### src/rtl/mc_sequencer.sv
// Multi-cycle control sequencer for the RV32-subset datapath.
// Steps each instruction through FETCH/DECODE/EXEC/MEM/WB. It drives the
// datapath enables, guards memory requests with a timeout, counts retired
// instructions and raises sticky error flags.
//
// state  | meaning
// -------+------------------------------------------------------------
// FETCH  | load IR, PC <= PC+4 (held off while halt=1)
// DECODE | classify opcode; nop retires here, unsupported opcodes flag illegal
// EXEC   | ALU operation; branches resolve and retire here
// MEM    | data memory request held until mem_ready or timeout
// WB     | register write-back, retire
module mc_sequencer #(
    parameter int MEM_TIMEOUT = 16,
    parameter int CNT_W       = 32
) (
    input  logic             clk,
    input  logic             rst,
    input  logic             halt,
    input  logic [6:0]       opcode,
    input  logic [2:0]       funct3,
    input  logic             zero,
    input  logic             neg,
    input  logic             mem_ready,
    output logic             pc_write,
    output logic             pc_src,
    output logic             ir_write,
    output logic             regwrite,
    output logic             alusrc,
    output logic             ssalu,
    output logic [1:0]       aluop,
    output logic             memread,
    output logic             memwrite,
    output logic             ssmemadr,
    output logic             ssmemwrite,
    output logic             memtoreg,
    output logic [2:0]       state,
    output logic [CNT_W-1:0] instret,
    output logic             illegal,
    output logic             mem_err
);

    typedef enum logic [2:0] {
        S_FETCH  = 3'd0,
        S_DECODE = 3'd1,
        S_EXEC   = 3'd2,
        S_MEM    = 3'd3,
        S_WB     = 3'd4
    } state_t;

    localparam logic [6:0] OP_NOP  = 7'b0000000;
    localparam logic [6:0] OP_R    = 7'b0110011;
    localparam logic [6:0] OP_ADDI = 7'b0010011;
    localparam logic [6:0] OP_LW   = 7'b0000011;
    localparam logic [6:0] OP_SW   = 7'b0100011;
    localparam logic [6:0] OP_SS   = 7'b1110011;
    localparam logic [6:0] OP_BR   = 7'b1100011;

    // Last wait count before a MEM request is abandoned.
    localparam logic [7:0] WAIT_LAST = 8'(MEM_TIMEOUT - 1);

    state_t             state_q, state_d;
    logic [6:0]         op_q;
    logic [2:0]         f3_q;
    logic [7:0]         wait_q;
    logic [CNT_W-1:0]   instret_q;
    logic               illegal_q, mem_err_q;
    logic               retire, set_illegal, set_mem_err, mem_exit;
    logic               br_ok, br_taken;

    assign state   = state_q;
    assign instret = instret_q;
    assign illegal = illegal_q;
    assign mem_err = mem_err_q;

    // Next-state and Moore-style control decode from state plus latched op.
    always_comb begin
        state_d     = state_q;
        pc_write    = 1'b0;
        pc_src      = 1'b0;
        ir_write    = 1'b0;
        regwrite    = 1'b0;
        alusrc      = 1'b0;
        ssalu       = 1'b0;
        aluop       = 2'd0;
        memread     = 1'b0;
        memwrite    = 1'b0;
        ssmemadr    = 1'b0;
        ssmemwrite  = 1'b0;
        memtoreg    = 1'b0;
        retire      = 1'b0;
        set_illegal = 1'b0;
        set_mem_err = 1'b0;
        mem_exit    = 1'b0;
        br_ok       = 1'b0;
        br_taken    = 1'b0;

        case (state_q)
            S_FETCH: begin
                if (!halt) begin
                    ir_write = 1'b1;
                    pc_write = 1'b1;
                    state_d  = S_DECODE;
                end
            end
            S_DECODE: begin
                // The IR was loaded on entry, so the live opcode is valid here.
                if (opcode == OP_NOP) begin
                    retire  = 1'b1;
                    state_d = S_FETCH;
                end else if (opcode == OP_R  || opcode == OP_ADDI || opcode == OP_LW ||
                             opcode == OP_SW || opcode == OP_SS   || opcode == OP_BR) begin
                    state_d = S_EXEC;
                end else begin
                    set_illegal = 1'b1;
                    state_d     = S_FETCH;
                end
            end
            S_EXEC: begin
                case (op_q)
                    OP_R: begin
                        aluop   = 2'd2;
                        state_d = S_WB;
                    end
                    OP_ADDI: begin
                        alusrc  = 1'b1;
                        state_d = S_WB;
                    end
                    OP_LW, OP_SW: begin
                        alusrc  = 1'b1;
                        state_d = S_MEM;
                    end
                    OP_SS: begin
                        ssalu   = 1'b1;
                        state_d = S_MEM;
                    end
                    OP_BR: begin
                        aluop = 2'd1;
                        case (f3_q)
                            3'b000: begin br_ok = 1'b1; br_taken = zero;        end
                            3'b100: begin br_ok = 1'b1; br_taken = neg;         end
                            3'b101: begin br_ok = 1'b1; br_taken = zero | ~neg; end
                            default: begin br_ok = 1'b0; br_taken = 1'b0;       end
                        endcase
                        pc_write    = br_ok & br_taken;
                        pc_src      = br_ok & br_taken;
                        retire      = br_ok;
                        set_illegal = ~br_ok;
                        state_d     = S_FETCH;
                    end
                    default: state_d = S_FETCH;
                endcase
            end
            S_MEM: begin
                // Request is held steady for the whole MEM stay.
                case (op_q)
                    OP_LW: begin
                        memread = 1'b1;
                        alusrc  = 1'b1;
                    end
                    OP_SW: begin
                        memwrite = 1'b1;
                        alusrc   = 1'b1;
                    end
                    OP_SS: begin
                        memwrite   = 1'b1;
                        ssmemadr   = 1'b1;
                        ssmemwrite = 1'b1;
                        ssalu      = 1'b1;
                    end
                    default: ;
                endcase
                // mem_ready takes priority over a coincident timeout.
                if (mem_ready) begin
                    mem_exit = 1'b1;
                    if (op_q == OP_LW) begin
                        state_d = S_WB;
                    end else begin
                        retire  = 1'b1;
                        state_d = S_FETCH;
                    end
                end else if (wait_q == WAIT_LAST) begin
                    mem_exit    = 1'b1;
                    set_mem_err = 1'b1;
                    state_d     = S_FETCH;
                end
            end
            S_WB: begin
                regwrite = 1'b1;
                memtoreg = (op_q == OP_LW);
                retire   = 1'b1;
                state_d  = S_FETCH;
            end
            default: state_d = S_FETCH;
        endcase

        // While reset is held, no enable may reach the datapath.
        if (!rst) begin
            pc_write    = 1'b0;
            pc_src      = 1'b0;
            ir_write    = 1'b0;
            regwrite    = 1'b0;
            alusrc      = 1'b0;
            ssalu       = 1'b0;
            aluop       = 2'd0;
            memread     = 1'b0;
            memwrite    = 1'b0;
            ssmemadr    = 1'b0;
            ssmemwrite  = 1'b0;
            memtoreg    = 1'b0;
            retire      = 1'b0;
            set_illegal = 1'b0;
            set_mem_err = 1'b0;
        end
    end

    // State register, op latch, MEM wait counter, retire counter and sticky flags.
    always_ff @(posedge clk) begin
        if (!rst) begin
            state_q   <= S_FETCH;
            op_q      <= 7'd0;
            f3_q      <= 3'd0;
            wait_q    <= 8'd0;
            instret_q <= '0;
            illegal_q <= 1'b0;
            mem_err_q <= 1'b0;
        end else begin
            state_q <= state_d;
            if (state_q == S_DECODE) begin
                op_q <= opcode;
                f3_q <= funct3;
            end
            if (state_q == S_MEM && !mem_exit) begin
                wait_q <= wait_q + 8'd1;
            end else begin
                wait_q <= 8'd0;
            end
            if (retire) begin
                instret_q <= instret_q + CNT_W'(1);
            end
            if (set_illegal) begin
                illegal_q <= 1'b1;
            end
            if (set_mem_err) begin
                mem_err_q <= 1'b1;
            end
        end
    end

endmodule

### config.mk
export PLATFORM = sky130hd
export DESIGN_NAME = mc_sequencer
export DESIGN_NICKNAME = d
export VERILOG_FILES = /design/src/rtl/mc_sequencer.sv
export SDC_FILE = /design/constraint.sdc
export NUM_CORES = 1
export LEC_CHECK = 0
export CORE_MARGIN = 4
export CORE_UTILIZATION = 50
export DETAILED_ROUTE_END_ITERATION = 10
export PLACE_DENSITY = 0.89
export SYNTH_ARGS = -nofsm -noshare
export SYNTH_HDL_FRONTEND = slang
export SYNTH_SLANG_ARGS = --single-unit
### constraint.sdc
create_clock -name clk -period 2.62 [get_ports clk]
set_input_delay 0.786 -clock clk [delete_from_list [all_inputs] [get_ports clk]]
set_output_delay 0.786 -clock clk [all_outputs]
set_load 0.02 [all_outputs]
==> impl_metrics.py, run 1 <==
metrics = {
    "sta": {
        "fin_crit_sh_pct": 101.5,
        "setup_ws_ns": -0.03969,
        "hold_viol": 0,
        "rsz0062_at_grt": "yes",
        "period_needed_ns": 2.660,
        "slew_headroom_pct": 40.46,
        "slew_violations": 0,
        "worst_slew_pin_slew_ns": 0.8914,
        "fmax_mhz": 376.0,
        "clock_skew_ns": 0.01686,
        "holdWs_ns": 0.4563,
        "finalSetupTns_ns": -0.09769,
        "finalSetupViolCount": 3,
    },
    "die": {
        "die_w_um": 82.62,
        "coreArea_um2": 5238,
        "initial_core_util_pct": 53.15,
        "die_area_um2": 6825,
        "fp-row-count": 26,
        "die_h_um": 82.62,
        "ios": 66,
    },
    "synth": {
        "async_flop_share_pct": 0,
        "ys_types": 46,
        "syn_area_per_cell_um2": 8.261,
        "synth_top_area_share_pct": 39.55,
        "synthFlopType": "dfxtp_1",
        "synth.top_cells.by_count": "dfxtp_1, nor2_1, a21oi_1",
        "yosys.area.top_type": "dfxtp_1",
        "synth_area_um2": 2784,
        "synth_fp_nets": 355,
        "synth-seq-area-share_pct": 39.55,
        "ys_warn_count": 0,
        "synthTopCellsByArea": "dfxtp_1, or3_1, a21oi_1, nor2_1, nand3_1",
        "synth_edf_count": 0,
        "synth_cells": 337,
        "yosysMostFrequentCell": "dfxtp_1",
        "ys_seq_elements": 55,
    },
    "pwr": {
        "leakagePower_nw": 1.405,
        "ir_drop_mv": 0.2902,
        "p_comb_share_pct": 9.0,
        "intPower_mw": 1.233,
        "p_per_area_nw_per_um2": 403.9,
        "p_seq_share_pct": 52.7,
        "p_clk_share_pct": 38.3,
        "swShare_pct": 24.10,
        "p_sw_mw": 0.3914,
    },
    "status": {
        "outcome": "finished, violations left",
        "violations": "negative setup slack",
    },
    "route": {
        "routed_wl_um": 9541,
        "viasPerCell": 6.273,
        "routedWlPerCell_um": 18.71,
        "drt_iter0_markers": 360,
        "antenna_left": 0,
        "dr.pass1.iters": 5,
        "route.detailed.drc": 0,
        "via_count": 3199,
    },
    "clock_tree": {
        "clkSinkCount": 55,
        "clk_pin_slew_ns": 0.10,
        "cts_made_buffers": 5,
        "postCtsHoldBufs": 0,
        "clkLatencyLatePin_ns": 0.33,
        "cts_tree": "done",
        "cts_root_buf": "clkbuf_8",
        "htreeDepth": 2,
        "clk_path_buf_depth": 2,
    },
    "cells_and_area": {
        "syn2layout_area_growth_pct": 44.45,
        "drive_gt1_share_pct": 20.91,
        "post-route-util_pct": 76.78,
        "fin_nets": 457,
        "antennaDiodeCount": 0,
    },
    "global_route": {
        "grt_pass1_wl_um": 14310,
        "grt_overflow_total": 0,
        "grt_start_max_net_pins": 29,
        "grt_usage_pct": 27.13,
        "grt_pass1_vias": 3079,
        "antenna_found_initial": 0,
    },
    "worst_setup_path": {
        "critical_path_class": "register to output port",
        "crit_fanout": 4,
        "crit_path_end_kind": "output port",
        "cp-start-kind": "register",
        "worst_ep_arrival_time_ns": 1.87,
        "worstPathRequired_ns": 1.83,
    },
    "placement": {
        "gp_congestion": 0.8768,
        "hpwlAfterDp_um": 5867,
        "portBuffers": 65,
        "dp_slack_ns": -0.9298,
    },
    "hold_path": {
        "hp-class": "register to register",
    },
    "flow_run": {
        "max-cap-violations": 0,
    },
}
kinds of logic after synthesis:
family	synth area share (%)
adder cells (fa/ha/maj)	0.8987
buffers and inverters	5.078
multiplexers	3.596
AND/OR/NAND/NOR	32.49
flip-flops	39.55
AO/OA/AOI/OAI	15.87
XOR/XNOR	2.517
power groups by stage:
stage | Sequential [mW] | Clock [mW] | Combinational, mW
floorplan | 0.872 | 0 | 0.0570
global placement | 0.871 | 0 | 0.120
detailed placement | 0.872 | 0 | 0.125
CTS | 0.854 | 0.614 | 0.137
global route | 0.857 | 0.653 | 0.153
finish | 0.856 | 0.622 | 0.146
routing by layer:
layer | track usage, % | part of all wire (%) | vias to the layer above
met4 | 15.03 | 3.9 | 0
met1 | 31.08 | 36 | 1520
met2 | 47.68 | 52 | 196
li1 | - | - | 1443
met3 | 4.447 | 7.6 | 40
met5 | 0 | 0 | -
worst max-delay path, cell delays in order (launching register included):
cell       delay [ns]
dfxtp_1          0.46
nand4bb_4        0.17
or3_4            0.38
nor4_4           0.26
or2_4            0.17
buf_6            0.11
flip-flops by register name, indices dropped and copies added, names as in the netlist:
name     flops
illegal      1
mem_err      1
f3_q         3
op_q         7
state        3
instret     32
wait_q       8
through the flow:
stage,cell area [µm²],cells,power (mW)
5_1_grt,4021,510,1.663
2_1_floorplan,2810,337,0.9293
3_3_place_gp,3761,497,0.9910
3_5_place_dp,3761,497,0.9967
4_1_cts,3971,507,1.606
6_report,4021,510,1.624
cell type report:
cell class | instances | area [µm²]
tap | 70 | 87.58
sequential | 55 | 1101
inverter | 7 | 26.28
timing repair buffer | 110 | 985.9
fill | 327 | 1216
clock inverter | 2 | 38.79
clock buffer | 6 | 82.58
multi-input combinational | 260 | 1699
timing repair:
action / 4_1_cts / 5_1_grt
buffers inserted: 1 / 2
endpoints found under the setup margin: 41 / 20
gates cloned: 1 / 1
pin swaps: 10 / 7
resized for setup: 87 / 7
cell usage in the layout, fill, tap and decap left out, types with 10 or more instances in the layout:
cell type and count:
nand2_1 18, buf_4 46, o21ai_0 17, clkdlybuf4s50_1 48, nor2_1 37, dfxtp_1 55, nand3_1 20, a21oi_1 34
mux2i_1 10, nand4_1 10, or3_1 27
worst paths after layout:
kind         cells after the start  slack (ns)  startpoint     endpoint
max reg2reg                      5        0.31     f3_q[0]  instret[20]
max                              5       -0.04     op_q[1]     pc_write
min                              1        0.46   wait_q[0]    wait_q[0]
min reg2reg                      1        0.46   wait_q[0]    wait_q[0]
No activity file was read; power rests on OpenSTA's default activity.
==> run 2, diff against run 1 <==
--- a/config.mk
+++ b/config.mk
@@ -6,9 +6,10 @@
 export NUM_CORES = 1
 export LEC_CHECK = 0
 export CORE_MARGIN = 4
-export CORE_UTILIZATION = 50
+export CORE_UTILIZATION = 51
+export CTS_BUF_LIST = sky130_fd_sc_hd__clkbuf_8
 export DETAILED_ROUTE_END_ITERATION = 10
-export PLACE_DENSITY = 0.89
+export PLACE_DENSITY = 0.91
 export SYNTH_ARGS = -nofsm -noshare
 export SYNTH_HDL_FRONTEND = slang
 export SYNTH_SLANG_ARGS = --single-unit
==> run 2 against run 1 <==
- the flow now finishes without violations
- utilization decreased by 1.5 points
- total power down 10%
- critical path type unchanged
- critical endpoint is now aluop[1]
- sequential share of layout area grew 0.72 points
- non-clock buffer count down 4
- clock skew is 0.0042 ns lower
- global-route usage fell by 2.0 points
- largest cell class unchanged
- register-to-register slack improved by 0.15 ns
- maximum frequency rose by 3.5%
- sequential power about the same
==> impl_metrics.py, run 2 (synthesis results as in run 1) <==
metrics = {
    "pwr": {
        "p_sw_mw": 0.3633,
        "ir_drop_mv": 0.2730,
        "p_per_area_nw_per_um2": 373.1,
        "p_clk_share_pct": 32.1,
        "p_seq_share_pct": 58.5,
        "p_comb_share_pct": 9.4,
        "swShare_pct": 24.85,
        "leakagePower_nw": 1.358,
        "intPower_mw": 1.099,
    },
    "worst_setup_path": {
        "crit_path_end_kind": "output port",
        "worst_ep_arrival_time_ns": 1.78,
        "critical_path_class": "register to output port",
        "cp-start-kind": "register",
        "worstPathRequired_ns": 1.83,
        "crit_fanout": 4,
    },
    "sta": {
        "finalSetupViolCount": 0,
        "period_needed_ns": 2.569,
        "hold_viol": 0,
        "setup_ws_ns": 0.05130,
        "worst_slew_pin_slew_ns": 0.7683,
        "slew_headroom_pct": 48.68,
        "slew_violations": 0,
        "fmax_mhz": 389.3,
        "fin_crit_sh_pct": 98.04,
        "holdWs_ns": 0.4479,
        "clock_skew_ns": 0.01268,
        "rsz0062_at_grt": "yes",
    },
    "die": {
        "die_w_um": 81.88,
        "initial_core_util_pct": 53.49,
        "ios": 66,
        "fp-row-count": 26,
        "die_h_um": 81.88,
        "die_area_um2": 6704,
        "coreArea_um2": 5205,
    },
    "route": {
        "routed_wl_um": 8074,
        "routedWlPerCell_um": 16.02,
        "via_count": 2945,
        "drt_iter0_markers": 262,
        "viasPerCell": 5.843,
        "dr.pass1.iters": 4,
        "route.detailed.drc": 0,
        "antenna_left": 0,
    },
    "global_route": {
        "grt_pass1_vias": 2908,
        "grt_overflow_total": 0,
        "grt_start_max_net_pins": 25,
        "antenna_found_initial": 0,
        "grt_pass1_wl_um": 13240,
        "grt_usage_pct": 25.13,
    },
    "cells_and_area": {
        "fin_nets": 452,
        "antennaDiodeCount": 0,
        "syn2layout_area_growth_pct": 40.76,
        "final_cell_mix": "dfxtp_1, clkdlybuf4s50_1, buf_4",
        "largest_register_ff_count": 32,
        "postLayoutCellArea_um2": 3919,
        "drive_gt1_share_pct": 19.82,
        "final_common_cell": "dfxtp_1",
        "fill_cells": 386,
    },
    "clock_tree": {
        "htreeDepth": 2,
        "clkLatencyLatePin_ns": 0.31,
        "clkSinkCount": 55,
        "clk_pin_slew_ns": 0.10,
        "clk_path_buf_depth": 2,
        "cts_tree": "done",
        "cts_made_buffers": 5,
        "cts_root_buf": "clkbuf_8",
    },
    "placement": {
        "placed_area_um2": 3741,
        "gp_congestion": 0.8990,
        "hpwlAfterDp_um": 5373,
        "portBuffers": 65,
        "dp_slack_ns": -0.9143,
    },
    "status": {
        "outcome": "complete, no violations",
    },
    "hold_path": {
        "hp-class": "register to register",
    },
    "flow_run": {
        "max-cap-violations": 0,
    },
}
run 2: cell count changes in the layout (fill, tap and decap cells not counted), sizes merged:
| cell | previous run | this run |
|---|---|---|
| a211oi | 3 | 2 |
| dlygate4sd2 | 1 | 3 |
| inv | 8 | 7 |
| bufinv | 1 | 0 |
| clkdlybuf4s15 | 4 | 1 |
| buf | 57 | 53 |
| clkinv | 0 | 2 |
run 2: power by group through the flow:
stage	combinational, mW	clock [mW]	sequential [mW]
floorplan	0.0570	0	0.872
global placement	0.119	0	0.872
detailed placement	0.121	0	0.872
CTS	0.130	0.465	0.855
global route	0.145	0.505	0.857
finish	0.138	0.469	0.855
run 2: area by class of cell:
type | instances | area, µm² | area share, %
clock inverters | 2 | 13.76 | 0.3512
repair buffers | 106 | 933.4 | 23.82
inverters | 7 | 28.78 | 0.7344
flip-flops and latches | 55 | 1101 | 28.10
clock buffers | 5 | 68.82 | 1.756
multi-input cells | 259 | 1685 | 43.01
well taps | 70 | 87.58 | 2.235
run 2: worst max-delay path: stages (launching register included):
cell and delay [ns]:
dfxtp_1 0.33, nand4bb_4 0.25, or3_4 0.37, nor3b_4 0.21, and3_1 0.19, buf_6 0.12
run 2: final timing paths:
path	startpoint	end	slack (ns)	depth (start not counted)
worst max-delay path	op_q[3]	aluop[1]	0.05	5
worst max register to register	state[0]	instret[2]	0.46	7
worst min register to register	wait_q[0]	wait_q[0]	0.45	1
worst min-delay path	wait_q[0]	wait_q[0]	0.45	1
run 2: through the flow:
step                total power, mW  setup TNS, ns  cells  utilization, %
floorplan                    0.9293       -0.07455    337               -
global placement             0.9905         -17.63    496           71.88
detailed placement           0.9932         -18.00    496           71.88
CTS                           1.450              0    503           74.71
global route                  1.507       -0.03975    504           75.29
finish                        1.462              0    504           75.29
run 2: routing by layer:
metal,up-vias,wire (µm),GRT usage [%]
li1,1434,-,-
met1,1386,3298,28.81
met2,100,4145,44.59
met3,25,388,4.934
met4,0,241,11.63
met5,-,0,0
run 2: timing repair:
action / CTS / global route
pin swaps: 11 / 6
hold buffers: 0 / 0
setup endpoints to repair: 16 / 37
buffers inserted: 0 / 1
gates resized for setup: 83 / 12
gates cloned: 1 / 0
